===== src/rtl/screen_power_ctrl.sv =====
// Display power sequencer: OFF -> WAKE (init handshake) -> ACTIVE -> DIM -> OFF on idle.
// Optional init-ack timeout in WAKE is enabled by defining SCREEN_INIT_TIMEOUT_EN.
module screen_power_ctrl #(
   parameter int unsigned CT_W        = 23,
   parameter int unsigned DIM_CYCLES  = 4_000_000,
   parameter int unsigned OFF_CYCLES  = 8_000_000,
   parameter int unsigned WAKE_CYCLES = 1_000_000
) (
   input  logic            clk,
   input  logic            rst,
   input  logic            key_evt,
   input  logic            hold,
   input  logic            force_off,
   input  logic            init_ack,
   output logic            init_req,
   output logic            screen_on,
   output logic            dim,
   output logic [1:0]      state,
   output logic [CT_W-1:0] idle_ct,
   output logic            init_err
);

   typedef enum logic [1:0] {
      StOff    = 2'd0,
      StWake   = 2'd1,
      StActive = 2'd2,
      StDim    = 2'd3
   } state_e;

   localparam logic [CT_W-1:0] DIM_CT = CT_W'(DIM_CYCLES);
   localparam logic [CT_W-1:0] OFF_CT = CT_W'(OFF_CYCLES);

   state_e          st_q, st_d;
   logic [CT_W-1:0] ct_d;
   logic [CT_W-1:0] ct_inc;
   logic            err_d;
   logic            err_q;
   logic            act;

   assign act    = key_evt | hold;
   assign ct_inc = (idle_ct == {CT_W{1'b1}}) ? idle_ct : idle_ct + 1'b1;
   assign state  = st_q;

   always_comb begin
      st_d  = st_q;
      ct_d  = idle_ct;
      err_d = 1'b0;
      if (force_off) begin
         st_d = StOff;
         ct_d = '0;
      end else begin
         unique case (st_q)
            StOff: begin
               ct_d = '0;
               if (act) st_d = StWake;
            end
            StWake: begin
               if (init_ack) begin
                  st_d = StActive;
                  ct_d = '0;
               end
`ifdef SCREEN_INIT_TIMEOUT_EN
               else if (ct_inc == CT_W'(WAKE_CYCLES)) begin
                  st_d  = StOff;
                  ct_d  = '0;
                  err_d = 1'b1;
               end
`endif
               else begin
                  ct_d = ct_inc;
               end
            end
            StActive: begin
               if (act) begin
                  ct_d = '0;
               end else begin
                  ct_d = ct_inc;
                  if (ct_inc == DIM_CT) st_d = StDim;
               end
            end
            StDim: begin
               if (act) begin
                  st_d = StActive;
                  ct_d = '0;
               end else if (ct_inc == OFF_CT) begin
                  st_d = StOff;
                  ct_d = '0;
               end else begin
                  ct_d = ct_inc;
               end
            end
            default: begin
               st_d = StOff;
               ct_d = '0;
            end
         endcase
      end
   end

   // Output flags are registered from the next state so they line up with st_q.
   always_ff @(posedge clk or posedge rst) begin
      if (rst) begin
         st_q      <= StOff;
         idle_ct   <= '0;
         init_req  <= 1'b0;
         screen_on <= 1'b0;
         dim       <= 1'b0;
         err_q     <= 1'b0;
      end else begin
         st_q      <= st_d;
         idle_ct   <= ct_d;
         init_req  <= (st_d == StWake);
         screen_on <= (st_d == StActive) || (st_d == StDim);
         dim       <= (st_d == StDim);
         err_q     <= err_d;
      end
   end

`ifdef SCREEN_INIT_TIMEOUT_EN
   assign init_err = err_q;
`else
   logic unused_cfg;
   assign unused_cfg = ^{WAKE_CYCLES, err_q};
   assign init_err   = 1'b0;
`endif

endmodule


===== config.mk =====
export PLATFORM = sky130hd
export DESIGN_NAME = screen_power_ctrl
export DESIGN_NICKNAME = d
export VERILOG_FILES = /design/src/rtl/screen_power_ctrl.sv
export SDC_FILE = /design/constraint.sdc
export NUM_CORES = 1
export LEC_CHECK = 0
export ABC_AREA = 1
export BUFFER_PORTS_ARGS = -buffer_cell sky130_fd_sc_hd__buf_2
export CORE_ASPECT_RATIO = 1.25
export CORE_UTILIZATION = 47
export CTS_BUF_LIST = sky130_fd_sc_hd__clkbuf_16
export DETAILED_ROUTE_END_ITERATION = 6
export PLACE_DENSITY = 0.71
export SETUP_SLACK_MARGIN = 0.1
export SLEW_MARGIN = 20
export SYNTH_ARGS = -nofsm -noshare
export SYNTH_HDL_FRONTEND = slang
export SYNTH_SLANG_ARGS = --single-unit

===== constraint.sdc =====
create_clock -name clk -period 2.36 [get_ports clk]
set_input_delay 0 -clock clk [delete_from_list [all_inputs] [get_ports clk]]
set_output_delay 0 -clock clk [all_outputs]
set_load 0.1 [all_outputs]

==> impl_metrics.toml <==
[run_status]
status = "complete, but fails checks"
violations = "setup timing"

[critical_path]
crit_fanout = 8
crit_type = "reg2reg"
crit_arrival_ns = 2.59
cp.required_ns = 2.56
startpoint_type = "flop"
endpoint_kind = "flop"

[global_routing]
grt_pass1_vias = 2363
grt_pass1_wl_um = 11000
grtUsageTotal_pct = 27.8
grt_antenna_before_repair = 0
globalRouteOverflowTotal = 0
grt_max_degree = 29

[synth]
syn_area_um2 = 2280
syn_nets = 375
yosys_most_used_dff = "dfrtp_1"
synthArstFlopShare_pct = 100
yosys_warnings = 0
synthDistinctLibCells = 28
synth_edf_count = 0
syn_avg_cell_area_um2 = 6.21
synth_seq_area_share_pct = 30.7
netlist_instances = 368
ys_ff_latch = 28

[layout]
layout.cells.most_common = "nand2_1"
areaGrowthSynthToFinish_pct = 40.1
final_cell_mix = "nand2_1, inv_1, nor2_1"
drive_gt1_share_pct = 38.6
final_nets = 446
diodes = 0
multi_input_area_um2 = 1600
ff_latch_area_um2 = 739
fill_cells = 408

[timing]
clock_skew_ns = 0.00355
hold_ws_ns = 0.0423
setup_viol = 15
hold_viol = 0
drv_slew = 0
tightest_slew_ns = 0.780
grt_setup_unrepaired = "yes"
period_needed_ns = 2.38
finalCritPeriodShare_pct = 101
max_freq_ghz = 0.419
fin_ws_ns = -0.0243
relSlewSlack_pct = 47.8

[power]
clockPowerShare_pct = 44.5
p_total_w = 0.00116
switching_share_pct = 26.7
vdd_drop_max_v = 0.000245
p_sw_w = 0.000310
powerDensity_nw_per_um2 = 363
power_frac_comb_pct = 13.1
internal_power_w = 0.000852
power_leakage_nw = 1.55
seqPwrFrac_pct = 42.4

[route]
drtIter0Drc = 204
routedWlPerCell_um = 14.0
ant_nets = 0
dr.pass1.iters = 4
drc = 0
viasPerCell = 5.13
via_count = 2555
wirelength_um = 6990

[placed_design]
gp_congestion = 0.957
place.port_buffers = 33
dp_hpwl_um = 4810
place_ws_ns = -0.120

[cts]
cts_tree = "yes"
numCtsBuffers = 3
clkSlewWorstSetupHoldPaths_ns = 0.07
root_buffer = "clkbuf_16"
clockBufferDepth = 2
htree_levels = 1
clk_latency_ns = 0.27
cts_sinks = 28

[hold_path]
min-delay-path-class = "in2reg"

[die]
ios = 35
dieArea_um2 = 5140
die_w_um = 64.3
die_y_um = 79.9
start_util_pct = 48.6
rows = 28
core_um2 = 4690

[job]
cap_violations = 0
metrics by stage:
step	setup TNS (ns)	instance area (µm²)	util (%)	cells
global route	-3.64	3200	68.1	498
CTS	0	3070	65.4	495
finish	-0.132	3200	68.1	498
floorplan	-0.908	2360	-	368
detailed placement	-1.26	2760	58.7	481
global placement	-0.0949	2760	58.7	481
logic make-up (layout without fill, tap and decap cells):
family                   Yosys count  after routing  share of synthesized area (%)
AND/OR/NAND/NOR                  265            267                           53.9
AO/OA/AOI/OAI                      6              6                           1.53
flip-flops                        28             28                           30.7
buffers and inverters             63            131                           11.7
adder cells (fa/ha/maj)            1              1                          0.548
other                              1              1                          0.164
XOR/XNOR                           4              4                           1.53
power groups by stage:
| stage | Clock [W] | Sequential, W | Combinational, W |
|---|---|---|---|
| floorplan | 0 | 0.000554 | 0.0000556 |
| global placement | 0 | 0.000502 | 0.000133 |
| detailed placement | 0 | 0.000502 | 0.000134 |
| CTS | 0.000522 | 0.000492 | 0.000148 |
| global route | 0.000538 | 0.000493 | 0.000163 |
| finish | 0.000517 | 0.000492 | 0.000153 |
routing by layer:
| metal | GRT usage [%] | wire, µm | share of wire [%] |
|---|---|---|---|
| met5 | 0 | 0 | 0 |
| met4 | 14.0 | 300 | 4.3 |
| met3 | 4.43 | 340 | 4.9 |
| met2 | 49.5 | 3550 | 51 |
| met1 | 31.8 | 2800 | 40 |
sequential cells by signal, indices dropped and copies added, names as in the netlist:
signal,count
dim,1
idle_ct,23
init_req,1
screen_on,1
state,2
worst max-delay path, cell delays in order, from the launching register on:
cell and delay [ns]:
dfrtp_4 0.45, ha_4 0.15, nand2_4 0.05, nor2_4 0.18, nand2_4 0.08, nor2_4 0.16, nand2_4 0.12, buf_4 0.16
nand3b_1 0.09, nand3b_4 0.15, nor2_4 0.04, nand2_1 0.05, nand2_1 0.06, nand2_1 0.08, nand2_2 0.06, nand2_4 0.17
nand2_8 0.12, nor2_4 0.14
area by class of cell:
cell class	instances	area share, %
Clock inverter	1	0.939
Multi-Input combinational cell	279	50.0
Inverter	58	6.96
Timing Repair Buffer	69	14.3
Clock buffer	3	2.35
Sequential cell	28	23.1
Tap cell	60	2.35
synthesized netlist by cell type (2+ instances only):
master      n  share of area [%]
nand3_1    49                 11
nor2_1     61                 10
xor2_1      4                1.5
nand3b_1    4                1.3
o21bai_1    2               0.66
dfrtp_1    28                 31
o21ai_0     2               0.44
nor2_4      3                1.5
nor3_1      6                1.3
nand4_1    14                3.8
inv_1      56                9.2
a21oi_1     2               0.44
nand2_4     3                1.5
nand2_2     5                1.4
nand2_1   100                 16
nor2_2     17                4.7
path summary, 6_finish.rpt:
kind,start,endpoint,slack [ns],cells after the start
setup / recovery,idle_ct[1]$_DFF_PP0_,idle_ct[14]$_DFF_PP0_,-0.02,17
hold / removal,force_off,state[0]$_DFF_PP0_,0.04,4
setup reg to reg,idle_ct[1]$_DFF_PP0_,idle_ct[14]$_DFF_PP0_,-0.02,17
hold reg to reg,idle_ct[4]$_DFF_PP0_,idle_ct[4]$_DFF_PP0_,0.68,4
max in group asynchronous,rst,idle_ct[8]$_DFF_PP0_,1.70,4
min in group asynchronous,rst,idle_ct[0]$_DFF_PP0_,0.34,4
what timing repair did:
action | 4_1_cts | 5_1_grt
resized for setup | 31 | 30
hold endpoints to repair | 28 | 0
setup buffers | 7 | 3
pin swaps | 19 | 9
setup endpoints to repair | 26 | 28
gates cloned | 2 | 0
hold buffers | 1 | 0
Power figures use the tool's default switching activity.
